File: src/rtl/tm1638_xfer.sv
// tm1638_xfer: STB-framed multi-word serial transaction engine for TM1638-class controllers
module tm1638_xfer #(
  parameter int CLK_DIV  = 3,
  parameter int WORD_W   = 8,
  parameter int WAIT_CYC = 12,
  parameter int STB_GAP  = 4
)(
  input  logic              clk,
  input  logic              rst,
  input  logic              in_valid,
  output logic              in_ready,
  input  logic [WORD_W-1:0] in_data,
  input  logic              in_read,
  input  logic              in_last,
  output logic              out_valid,
  output logic [WORD_W-1:0] out_data,
  output logic              busy,
  output logic              stb,
  output logic              sclk,
  input  logic              dio_in,
  output logic              dio_out,
  output logic              dio_oe
);
  localparam int M1   = CLK_DIV > WAIT_CYC ? CLK_DIV : WAIT_CYC;
  localparam int CMAX = M1 > STB_GAP ? M1 : STB_GAP;
  localparam int CW   = $clog2(CMAX);
  localparam int BW   = WORD_W > 1 ? $clog2(WORD_W) : 1;
  typedef enum logic [2:0] {S_IDLE, S_SETUP, S_HOLD, S_TURN, S_SHIFT, S_END, S_GAP} state_t;
  state_t            r_state, w_next;
  logic [CW-1:0]     r_cnt, w_lim;
  logic [BW-1:0]     r_bit;
  logic              r_phase, r_read, r_last, r_out_valid;
  logic [WORD_W-1:0] r_data, r_out_data;
  logic              w_accept, w_cnt_done, w_bit_done;
  assign in_ready   = (r_state == S_IDLE || r_state == S_HOLD) && !rst;
  assign w_accept   = in_valid && in_ready;
  assign w_lim      = r_state == S_TURN ? CW'(WAIT_CYC - 1) : r_state == S_GAP ? CW'(STB_GAP - 1) : CW'(CLK_DIV - 1);
  assign w_cnt_done = r_cnt == w_lim;
  assign w_bit_done = r_bit == BW'(WORD_W - 1);
  assign busy       = r_state != S_IDLE;
  assign stb        = r_state == S_IDLE || r_state == S_GAP;
  assign sclk       = !(r_state == S_SHIFT && !r_phase);
  assign dio_oe     = r_state == S_SHIFT && !r_read;
  assign dio_out    = dio_oe && r_data[0];
  assign out_valid  = r_out_valid;
  assign out_data   = r_out_data;
  // next-state: a read following a write inserts the turnaround wait
  always_comb begin
    w_next = r_state;
    case (r_state)
      S_IDLE:  w_next = w_accept ? S_SETUP : S_IDLE;
      S_SETUP: w_next = w_cnt_done ? S_SHIFT : S_SETUP;
      S_HOLD:  w_next = !w_accept ? S_HOLD : (in_read && !r_read) ? S_TURN : S_SHIFT;
      S_TURN:  w_next = w_cnt_done ? S_SHIFT : S_TURN;
      S_SHIFT: w_next = (w_cnt_done && r_phase && w_bit_done) ? (r_last ? S_END : S_HOLD) : S_SHIFT;
      S_END:   w_next = w_cnt_done ? S_GAP : S_END;
      S_GAP:   w_next = w_cnt_done ? S_IDLE : S_GAP;
      default: w_next = S_IDLE;
    endcase
  end
  // state, phase timing, word latch and LSB-first shift register
  always_ff @(posedge clk) begin
    if (rst) begin
      r_state     <= S_IDLE;
      r_cnt       <= '0;
      r_bit       <= '0;
      r_phase     <= 1'b0;
      r_read      <= 1'b0;
      r_last      <= 1'b0;
      r_data      <= '0;
      r_out_valid <= 1'b0;
      r_out_data  <= '0;
    end else begin
      r_state     <= w_next;
      r_out_valid <= 1'b0;
      r_cnt       <= (w_next != r_state || w_cnt_done || r_state == S_IDLE || r_state == S_HOLD) ? '0 : r_cnt + 1'b1;
      if (w_accept) begin
        r_data  <= in_data;
        r_read  <= in_read;
        r_last  <= in_last;
        r_bit   <= '0;
        r_phase <= 1'b0;
      end
      if (r_state == S_SHIFT && w_cnt_done) begin
        r_phase <= !r_phase;
        if (r_phase) begin
          r_data <= {r_read && dio_in, r_data[WORD_W-1:1]};
          r_bit  <= w_bit_done ? '0 : r_bit + 1'b1;
          if (w_bit_done && r_read) begin
            r_out_valid <= 1'b1;
            r_out_data  <= {dio_in, r_data[WORD_W-1:1]};
          end
        end
      end
    end
  end
endmodule
File: config.mk
export PLATFORM = sky130hd
export DESIGN_NAME = tm1638_xfer
export DESIGN_NICKNAME = d
export VERILOG_FILES = /design/src/rtl/tm1638_xfer.sv
export SDC_FILE = /design/constraint.sdc
export NUM_CORES = 1
export LEC_CHECK = 0
export ABC_AREA = 1
export BUFFER_PORTS_ARGS = -buffer_cell sky130_fd_sc_hd__clkbuf_2
export CELL_PAD_IN_SITES_DETAIL_PLACEMENT = 0
export CELL_PAD_IN_SITES_GLOBAL_PLACEMENT = 2
export CORE_ASPECT_RATIO = 2
export CORE_MARGIN = 3
export CORE_UTILIZATION = 27
export DETAILED_ROUTE_END_ITERATION = 10
export MAX_ROUTING_LAYER = met4
export PLACE_DENSITY = 0.75
export SYNTH_ARGS = -nofsm -noshare
export SYNTH_HDL_FRONTEND = slang
export SYNTH_SLANG_ARGS = --single-unit
File: constraint.sdc
create_clock -name clk -period 1.6 [get_ports clk]
set_input_delay 0.08 -clock clk [delete_from_list [all_inputs] [get_ports clk]]
set_output_delay 0.08 -clock clk [all_outputs]
set_load 0.005 [all_outputs]
==> results by group, run 1 <==
Drt
  – Via count: 1488
  – DRC viols: 0
  – DRT iter0 DRCs: 26
  – Vias per std cell: 4.68
  – Post-route ant nets: 0
  – WL final: 4390 um
  – WL/cell: 13.8 um
  – First drt pass iteration count: 4

Die
  – Die Width: 58.2 um
  – Core area: 5230 sq um
  – Die Ht: 110 um
  – Initial core utilization: between 20% and 30%
  – Die area: around 6400 sq um
  – Core Rows: 37
  – IO Pins: 29

Worst setup path
  – R2r setup slk: between 10 and 15 ps
  – CP bufs+invs: 2
  – Reg-to-Reg Start: r_state[0]
  – Worst R2R Path Depth: 11
  – Crit-path cells: buf_6, nand2_4, nor2_1, nand2_1, nand3_2, nor2_4, nand2_4, nor2_8, buf_6, o21ai_2, a21oi_1
  – Startpoint type of the worst setup path: flip-flop
  – Crit path launch: r_state[0]
  – Cell with the largest stage delay on the worst path: dfxtp_4
  – Worst-path fanout max: 6
  – Critical Path RT: 1810 ps
  – Critical Path Sink: r_data[0]
  – Worst path depth: 11
  – Critical Path End Type: flip-flop
  – Worst reg2reg endpoint: r_data[0]
  – Cell family with most CP delay: simple AND/OR/NAND/NOR gates
  – CP max stage delay: 360 ps
  – Crit path kind: flip-flop to flip-flop
  – Data arrival, critical path: 1800 ps

Flow run
  – Max-capacitance violation count: 0

Timing
  – TNS Setup: 0 ps
  – Fin. max-slew vios: 0
  – Setup violators final: 0
  – Hold_ws: 53.7 ps
  – RSZ-0062 raised after global routing: yes
  – Tmin final: 1590 ps
  – PnR worst setup slack: ~11 ps
  – Rel. slew slack: about four fifths
  – Worst-Margin Slew: 312 ps
  – Worst Clk Skew: between 6 and 7 ps
  – Fmax: ~630 MHz
  – Fin. Hold Viols: 0
  – Period utilization: 99.3%

Synthesis
  – Count of state elements after synthesis: 30
  – Commonest cells in the synthesized netlist: nand2_1, dfxtp_1, inv_1
  – Post-synth top flop: dfxtp_1
  – Post-synth EDFFs: 0
  – Top cells by area, synth: dfxtp_1, nand2_1, a21oi_1, o21ai_0, inv_1
  – Synth Cell Area: between 1000 and 1500 sq um
  – Most instantiated library cell after synthesis: nand2_1
  – Distinct cells, synth: 25
  – Share of Yosys cell area claimed by the top area cell type: 40.8%
  – Post-synthesis net count: 222
  – Sequential fraction of the synthesis area: 40.8%
  – Asr flop ratio synth: 0%
  – Post-Syn Instances: 205
  – Post-synth top area cell: dfxtp_1
  – Post-Syn Area per Cell: 7.18 sq um
  – Ys Warns: 0

Clock tree
  – # clock sinks: 30
  – Cts hold-fix bufs: 0
  – H-tree depth: 2
  – Clock buffer depth: 2
  – Root Driver: clkbuf_8
  – CTS clk-pin slew, worst paths: 60 ps
  – Clock latency on the worst-skew pair: approximately 280 ps
  – CTS Buf Count: 5
  – CTS tree: built

Placed design
  – Placer's final routability congestion estimate: 0.776
  – PortBufs: 28
  – Dpl hpwl: 3320 um
  – Dpl ws: -138 ps

Global routing
  – Antenna violations before repair: 0
  – First-pass GRT wire length: 7050 um
  – Vias in the first global route: ~1500
  – Grt ovf: 0
  – Largest net degree at the start of global routing: 18
  – Total track usage: 14.9%

Pwr
  – Int Power: 1.21 mW
  – Switching share of power: 26.1%
  – Sequential Power Share: 48.7%
  – P_leak: 0.928 nW
  – PwrDens: 799 nW/um^2
  – Part of the power in combinational logic: 13.8%
  – Worst IR drop on VDD: 0.000466 V
  – Clock power frac: 37.5%
  – Overall power: 1.64 mW
  – Psw: 0.428 mW

Finish
  – Area delta synth->final: 39.6%
  – Share of post-route cells with drive strength above 1: 38.1%
  – Number of antenna diodes: 0
  – Final nets: 276
  – Filler cells: ~600

Outcome
  – Run status: finished clean

Worst hold path
  – Hold crit path type: input pin to flip-flop
worst min path at each step:
stage,slack (ps),start,depth (start not counted),end
global placement,350,dio_in,3,r_data[7]
finish,50,dio_in,3,r_data[7]
detailed placement,340,dio_in,3,r_data[7]
floorplan,220,dio_in,2,r_data[7]
global route,90,dio_in,3,r_data[7]
CTS,50,dio_in,3,r_data[7]
logic make-up after synthesis:
family | count (synthesis) | synth area share (%)
adder cells (fa/ha/maj) | 3 | 2.55
flip-flops | 30 | 40.8
XOR/XNOR | 2 | 1.19
AO/OA/AOI/OAI | 45 | 15.8
buffers and inverters | 33 | 9.34
AND/OR/NAND/NOR | 92 | 30.3
cell type report:
class | instances | area, sq um | area share, %
multi-input cells | 143 | 826 | 40.2
flip-flops and latches | 30 | 612 | 29.8
repair buffers | 53 | 349 | 17.0
inverters | 26 | 105 | 5.11
clock buffers | 7 | 86.3 | 4.20
well taps | 58 | 72.6 | 3.53
clock inverters | 1 | 5.00 | 0.243
layer usage:
layer	vias to the layer above	track usage, %	wire length (um)
li1	782	-	-
met1	676	13.1	1510
met2	20	29.1	2640
met3	10	2.81	109
met4	0	5.88	141
met5	-	-	0
state kept, by name (all words and copies together) (netlist names):
signal and flops:
r_state 3, r_phase 1, r_last 1, r_bit 3
r_cnt 4, out_data 8, r_data 8, r_read 1
out_valid 1
tightest hold or removal path, cell delays in order:
cell	delay (ps)
clkbuf_2	100
a21oi_2	50
nor2_1	70
power by group through the flow:
stage	clock network (mW)	logic (mW)	registers, mW
detailed placement	0	0.207	0.816
finish	0.615	0.227	0.800
floorplan	0	0.113	0.804
global route	0.660	0.256	0.803
CTS	0.634	0.211	0.800
global placement	0	0.208	0.816
stage by stage:
step / utilization (%) / cell area [sq um] / instances
2_1_floorplan: - / 1470 / 205
3_3_place_gp: 34.6 / 1810 / 304
3_5_place_dp: 34.6 / 1810 / 304
4_1_cts: 37.5 / 1960 / 317
5_1_grt: 39.3 / 2060 / 318
6_report: 39.3 / 2060 / 318
timing repair:
item / in CTS / in global routing
pin swaps: 3 / 15
endpoints found under the setup margin: 28 / 27
buffers inserted: 3 / 1
cloned: 2 / 0
resized for setup: 11 / 33
cells in the final DEF (no fill, tap or decap), types with 8 or more instances in the layout:
master     n
nor2_1    14
nand4_1    8
inv_1     20
dfxtp_1   27
a21oi_1   20
buf_4     20
nand3_1    9
clkbuf_2  28
nand2_1   34
o21ai_0   15
Power figures use the tool's default switching activity.
==> run 2: changes to the inputs <==
==> config.mk (replaced) <==
export PLATFORM = sky130hd
export DESIGN_NAME = tm1638_xfer
export DESIGN_NICKNAME = d
export VERILOG_FILES = /design/src/rtl/tm1638_xfer.sv
export SDC_FILE = /design/constraint.sdc
export NUM_CORES = 1
export LEC_CHECK = 0
export BUFFER_PORTS_ARGS = -buffer_cell sky130_fd_sc_hd__clkbuf_2
export CELL_PAD_IN_SITES_DETAIL_PLACEMENT = 0
export CELL_PAD_IN_SITES_GLOBAL_PLACEMENT = 2
export CORE_ASPECT_RATIO = 2
export CORE_MARGIN = 3
export CORE_UTILIZATION = 31
export DETAILED_ROUTE_END_ITERATION = 10
export MAX_ROUTING_LAYER = met4
export PLACE_DENSITY = 0.78
export SYNTH_ARGS = -nofsm -noshare
export SYNTH_HDL_FRONTEND = slang
export SYNTH_SLANG_ARGS = --single-unit
==> constraint.sdc (replaced) <==
create_clock -name clk -period 1.64 [get_ports clk]
set_input_delay 0.082 -clock clk [delete_from_list [all_inputs] [get_ports clk]]
set_output_delay 0.082 -clock clk [all_outputs]
set_load 0.005 [all_outputs]
==> run 2 against run 1 <==
Against the previous run:
- critical path depth fell by 6
- largest power group unchanged
- clock power fell by 1%
- critical endpoint is now dio_out
- synthesized cell count fell by 18%
- routed wire length fell by 16%
- cell count fell by 16%
==> results by group, run 2 <==
Placed design
  – PortBufs: 28 (unchanged)
  – Dpl ws: 10.3 ps (+148 ps)
  – Placed instance count: 258 (-15%)
  – Dpl hpwl: 2870 um (-14%)
  – Placer's final routability congestion estimate: 0.844 (+8.9%)

Drt
  – WL/cell: 13.9 um (+0.31%)
  – WL final: 3700 um (-16%)
  – Via count: 1388 (-6.7%)
  – Post-route ant nets: 0 (unchanged)
  – Vias per std cell: 5.20 (+11%)
  – DRC viols: 0 (unchanged)
  – First drt pass iteration count: 4 (unchanged)
  – DRT iter0 DRCs: 24 (-7.7%)

Synthesis
  – Commonest cells in the synthesized netlist: dfxtp_1, nor2_1, nand2_1
  – Ys Warns: 0 (unchanged)
  – Post-Syn Instances: 169 (-18%)
  – Synth Cell Area: 1430 sq um (-2.8%)
  – Most instantiated library cell after synthesis: dfxtp_1
  – Top cells by area, synth: dfxtp_1, nor2_1, mux2i_1, nand2_1, a311oi_1
  – Share of Yosys cell area claimed by the top area cell type: 42.0% (+1.2 points)
  – Post-synth top area cell: dfxtp_1
  – Count of state elements after synthesis: 30 (unchanged)
  – Sequential fraction of the synthesis area: 42.0% (+1.2 points)
  – Post-synthesis net count: 186 (-16%)
  – Post-synth top flop: dfxtp_1
  – Post-Syn Area per Cell: 8.47 sq um (+18%)
  – Asr flop ratio synth: 0% (unchanged)
  – Post-synth EDFFs: 0 (unchanged)
  – Distinct cells, synth: 39 (+56%)

Worst setup path
  – CP bufs+invs: 2 (unchanged)
  – Cell with the largest stage delay on the worst path: or3b_4
  – Reg-to-Reg Start: r_cnt[0]
  – Crit path kind: flip-flop to output port
  – Critical Path End Type: output port
  – Worst-path fanout max: 5 (-1)
  – Crit-path cells: or3b_4, buf_6, nor2_4, and2_1, clkbuf_2
  – Cell family with most CP delay: simple AND/OR/NAND/NOR gates
  – Data arrival, critical path: 1490 ps (-310 ps)
  – Startpoint type of the worst setup path: flip-flop
  – CP max stage delay: 430 ps (+70 ps)
  – Critical Path RT: 1560 ps (-250 ps)
  – Crit path launch: r_state[1]

Global routing
  – Antenna violations before repair: 0 (unchanged)
  – Largest net degree at the start of global routing: 20 (+2)
  – Vias in the first global route: 1366 (-11%)
  – First-pass GRT wire length: 6020 um (-15%)
  – Total track usage: 15.3% (+0.39 points)
  – Grt ovf: 0 (unchanged)

Finish
  – Most frequent cells in the layout: clkbuf_2, dfxtp_1, nor2_1, nand2_1, buf_4
  – Area delta synth->final: 33.7%
  – Non-Filler Instances: 267 (-16%)
  – Filler cells: 448 (-25%)
  – Commonest non-fill, non-tap cell in the layout: clkbuf_2
  – Share of post-route cells with drive strength above 1: 33.3% (-4.7 points)
  – Final nets: 229 (-17%)
  – Number of antenna diodes: 0 (unchanged)

Clock tree
  – Root Driver: clkbuf_8
  – CTS Buf Count: 5 (unchanged)
  – Clock latency on the worst-skew pair: 280 ps (about the same)
  – CTS tree: built
  – CTS clk-pin slew, worst paths: 60 ps (about the same)
  – Clock buffer depth: 2 (unchanged)
  – H-tree depth: 2 (unchanged)
  – Setup bufs post-CTS: 0 (-3)
  – # clock sinks: 30 (unchanged)

Timing
  – Fin. Hold Viols: 0 (unchanged)
  – Fmax: 636 MHz
  – Worst Clk Skew: 5.13 ps (-1.74 ps)
  – Worst-Margin Slew: 327 ps (+14.9 ps)
  – Fin. max-slew vios: 0 (unchanged)
  – Tmin final: between 1500 and 2000 ps
  – PnR worst setup slack: 68.6 ps (+58.1 ps)
  – Period utilization: a little over nine tenths
  – Hold_ws: 52.6 ps (-1.14 ps)
  – RSZ-0062 raised after global routing: yes
  – Setup violators final: 0 (unchanged)
  – Rel. slew slack: 78.1% (-1.0 points)

Pwr
  – Int Power: 1.14 mW (-6.1%)
  – Switching share of power: 23.5% (-2.6 points)
  – Sequential Power Share: 51.0% (+2.3 points)
  – Part of the power in combinational logic: 8.3% (-5.5 points)
  – Clock power frac: 40.7% (+3.2 points)
  – Overall power: 1.49 mW (-9.3%)
  – PwrDens: 778 nW/um^2 (-2.6%)
  – P_leak: 0.782 nW (-16%)
  – Psw: 0.350 mW (-18%)
  – Worst IR drop on VDD: 0.000617 V (+32%)

Die
  – Die Width: 54.1 um (-7.2%)
  – Die area: 5520 sq um (-14%)
  – Initial core utilization: 32.7% (+4.5 points)
  – IO Pins: 29 (unchanged)
  – Core Rows: 34 (-8.1%)
  – Die Ht: 102 um (-7.6%)
  – Core area: 4380 sq um (-16%)

Worst hold path
  – Hold crit path type: input pin to flip-flop
  – Min-Delay Startpoint: in_data[3]

Flow run
  – Max-capacitance violation count: 0 (unchanged)

Outcome
  – Run status: finished clean
## run 2: worst paths after layout
kind,slack (ps),cells after the start,endpoint
setup reg to reg,70,5,r_state[2]
setup / recovery,70,5,dio_out
hold / removal,50,3,r_data[3]
hold reg to reg,480,2,r_data[0]
## run 2: worst reg2reg max path: stages, from the launching register on
cell and delay (ps):
dfxtp_2 320, or4b_4 560, buf_4 180, o31ai_2 200, a21o_1 140, a41oi_1 40
## run 2: power by group through the flow
stage	logic (mW)	registers [mW]	clock network, mW
CTS	0.124	0.759	0.631
floorplan	0.0612	0.775	0
global placement	0.120	0.775	0
global route	0.138	0.762	0.659
finish	0.124	0.760	0.606
detailed placement	0.121	0.775	0
## run 2: metal layers
metal	up-vias	routed length, um	GRT usage, %	share of wire (%)
li1	689	-	-	-
met5	-	0	-	0
met3	15	139	2.92	3.8
met1	644	1390	14.0	38
met4	0	173	10.4	4.7
met2	40	1990	27.0	54
## run 2: logic make-up (layout without fill, tap and decap cells)
logic type | Yosys count | count (layout) | share of synthesized area, %
AO/OA/AOI/OAI | 31 | 31 | 14.7
XOR/XNOR | 4 | 4 | 2.45
adder cells (fa/ha/maj) | 3 | 3 | 2.62
buffers and inverters | 15 | 59 | 4.55
flip-flops | 30 | 30 | 42.0
multiplexers | 8 | 8 | 5.59
AND/OR/NAND/NOR | 78 | 78 | 28.1
## run 2: what timing repair did
item	CTS	global route
hold buffers	1	0
pin swaps	1	1
hold endpoints to repair	1	0
resized for setup	3	10
endpoints found under the setup margin	4	23
## run 2: per-stage QoR
stage | TNS (ps) | util [%] | area [sq um]
after detailed placement | 0 | 40.0 | 1750
after floorplan | -747 | - | 1440
after global placement | 0 | 40.0 | 1750
final | 0 | 43.7 | 1910
after CTS | 0 | 42.5 | 1860
after global routing | -49.8 | 43.7 | 1910
## run 2: final cells by class
cell class	instances	area, sq um	share of cell area, %
Clock buffer	7	86.3	4.51
Clock inverter	1	5.00	0.261
Sequential cell	30	604	31.6
Timing Repair Buffer	49	317	16.5
Multi-Input combinational cell	124	827	43.2
Inverter	2	7.51	0.392
Tap cell	54	67.6	3.53
==> run 3: changes to the inputs <==
==> constraint.sdc (replaced) <==
create_clock -name clk -period 1.55 [get_ports clk]
set_input_delay 0.0775 -clock clk [delete_from_list [all_inputs] [get_ports clk]]
set_output_delay 0.0775 -clock clk [all_outputs]
set_load 0.005 [all_outputs]
==> run 3 against run 2 <==
Against the previous run:
- the run now ends with negative setup slack left
- global-route usage is 1.4 points higher
- via count up 2.6%
- routed wire length rose by 8.7%
- highest routed layer unchanged
==> results by group, run 3 (synthesis results as in run 2) <==
Outcome
  – Run status: finished, violations left
  – Failing checks: negative setup slack

Worst setup path
  – Worst path depth: 5 (unchanged)
  – Crit-path most repeated cell: buf_6
  – Startpoint type of the worst setup path: flip-flop
  – CP bufs+invs: 2 (unchanged)
  – Cell with the largest stage delay on the worst path: or3b_4
  – CP max stage delay: 420 ps (about the same)
  – Crit path kind: flip-flop to output port
  – Worst-path fanout max: 2 (-3)
  – Data arrival, critical path: 1500 ps (about the same)
  – Worst R2R Path Depth: 5 (unchanged)
  – Crit-path cells: or3b_4, buf_6, nor2_4, and2_4, buf_6
  – Critical Path RT: 1470 ps (-90 ps)
  – Cell family with most CP delay: simple AND/OR/NAND/NOR gates
  – Critical Path End Type: output port

Die
  – Die area: 5520 sq um (unchanged)
  – IO Pins: 29 (unchanged)
  – Die Ht: 102 um (unchanged)
  – Initial core utilization: 32.7% (unchanged)
  – Die Width: 54.1 um (unchanged)
  – Core Rows: 34 (unchanged)
  – Core area: 4380 sq um (unchanged)

Placed design
  – Placed cell areas: 1800 sq um (+2.9%)
  – Dpl hpwl: 3020 um (+5.3%)
  – Dpl ws: -138 ps (-149 ps)
  – PortBufs: 28 (unchanged)
  – Placer's final routability congestion estimate: 0.877 (+3.9%)

Global routing
  – Largest net degree at the start of global routing: 20 (unchanged)
  – Grt ovf: 0 (unchanged)
  – Antenna violations before repair: 0 (unchanged)
  – Vias in the first global route: 1449 (+6.1%)
  – First-pass GRT wire length: 6580 um (+9.3%)
  – Total track usage: 16.7% (+1.4 points)

Timing
  – Tmin final: 1580 ps
  – Fmax: 635 MHz
  – RSZ-0062 raised after global routing: yes
  – Fin. Hold Viols: 0 (unchanged)
  – Setup violators final: 5 (+5)
  – Fin. max-slew vios: 0 (unchanged)
  – Hold_ws: 6.63 ps (-46.0 ps)
  – PnR worst setup slack: -25.3 ps (-93.9 ps)
  – Worst-Margin Slew: 325 ps (-1.84 ps)
  – Rel. slew slack: 78.1% (about the same)
  – Period utilization: 102%
  – Worst Clk Skew: 5.07 ps (-0.0615 ps)

Pwr
  – Overall power: 1.72 mW (+16%)
  – PwrDens: 841 nW/um^2 (+8.1%)
  – Worst IR drop on VDD: 0.000643 V (+4.2%)
  – P_leak: 0.842 nW (+7.6%)

Drt
  – WL final: 4020 um (+8.7%)
  – DRC viols: 0 (unchanged)
  – Vias per std cell: 5.18 (-0.39%)
  – DRT iter0 DRCs: 26 (+8.3%)
  – WL/cell: 14.6 um (+5.5%)
  – Post-route ant nets: 0 (unchanged)
  – Via count: 1424 (+2.6%)
  – First drt pass iteration count: 4 (unchanged)

Finish
  – Final nets: 237 (+3.5%)
  – Finished Cell Area: 2050 sq um (+6.9%)
  – Share of post-route cells with drive strength above 1: 40.3% (+6.9 points)
  – Area delta synth->final: 43.0%
  – Most frequent cells in the layout: clkbuf_2, buf_4, nor2_1, dfxtp_1, nand2_1
  – Number of antenna diodes: 0 (unchanged)
  – Commonest non-fill, non-tap cell in the layout: clkbuf_2

Worst hold path
  – WHS Path Cells: 3 (unchanged)
  – Hold crit path type: input pin to flip-flop

Clock tree
  – Clock buffer depth: 2 (unchanged)
  – Root Driver: clkbuf_8
  – H-tree depth: 2 (unchanged)
  – Cts hold-fix bufs: 0 (-1)
  – CTS clk-pin slew, worst paths: 70 ps (about the same)
  – # clock sinks: 30 (unchanged)
  – CTS Buf Count: 5 (unchanged)
  – CTS tree: built
  – Clock latency on the worst-skew pair: 280 ps (about the same)

Flow run
  – Max-capacitance violation count: 0 (unchanged)
-- run 3: cell types whose count changed in the layout (fill, tap and decap cells not counted), sizes merged --
cell	delta
buf	+11
clkbuf	-4
bufinv	+1
clkinv	+1
dlygate4sd3	-1
-- run 3: layout make-up --
cell class / count / area, sq um
clock buffer: 5 / 68.8
clock inverter: 3 / 40.0
fill: 453 / 2330
inverter: 2 / 7.51
multi-input combinational: 124 / 850
sequential: 30 / 611
tap: 54 / 67.6
timing repair buffer: 57 / 403
-- run 3: worst paths after layout --
check	endpoint	startpoint	slack, ps
max	dio_out	r_state[1]	-30
min	r_last	in_last	7
max reg2reg	out_data[0]	r_cnt[2]	-30
min reg2reg	r_bit[1]	r_bit[1]	480
-- run 3: where the power goes --
part           internal (mW)  leakage [nW]  switching [mW]
logic                 0.0661         0.537          0.0768
clock network          0.472        0.0579           0.301
registers              0.790         0.247          0.0159
total                   1.33         0.842           0.394
-- run 3: stage by stage --
step,TNS (ps),utilization (%),cells
5_1_grt,-913,46.7,275
3_3_place_gp,-440,41.1,263
3_5_place_dp,-918,41.1,263
4_1_cts,-113,45.5,273
2_1_floorplan,-2340,-,169
6_report,-82.5,46.7,275
-- run 3: routing by layer --
metal	track usage, %	vias to the layer above	part of all wire, %
met1	16.7	677	37
met5	-	-	0
li1	-	702	-
met2	29.0	37	57
met4	8.83	0	2.4
met3	3.65	8	3.9
-- run 3: worst min-delay path, cell delays in order --
cell	delay, ps
clkbuf_2	80
nand2_1	40
nand2_1	50
-- run 3: what timing repair did --
action	CTS	global route
setup buffers	2	2
endpoints found under the setup margin	19	17
pin swaps	4	7
gates resized for setup	17	9
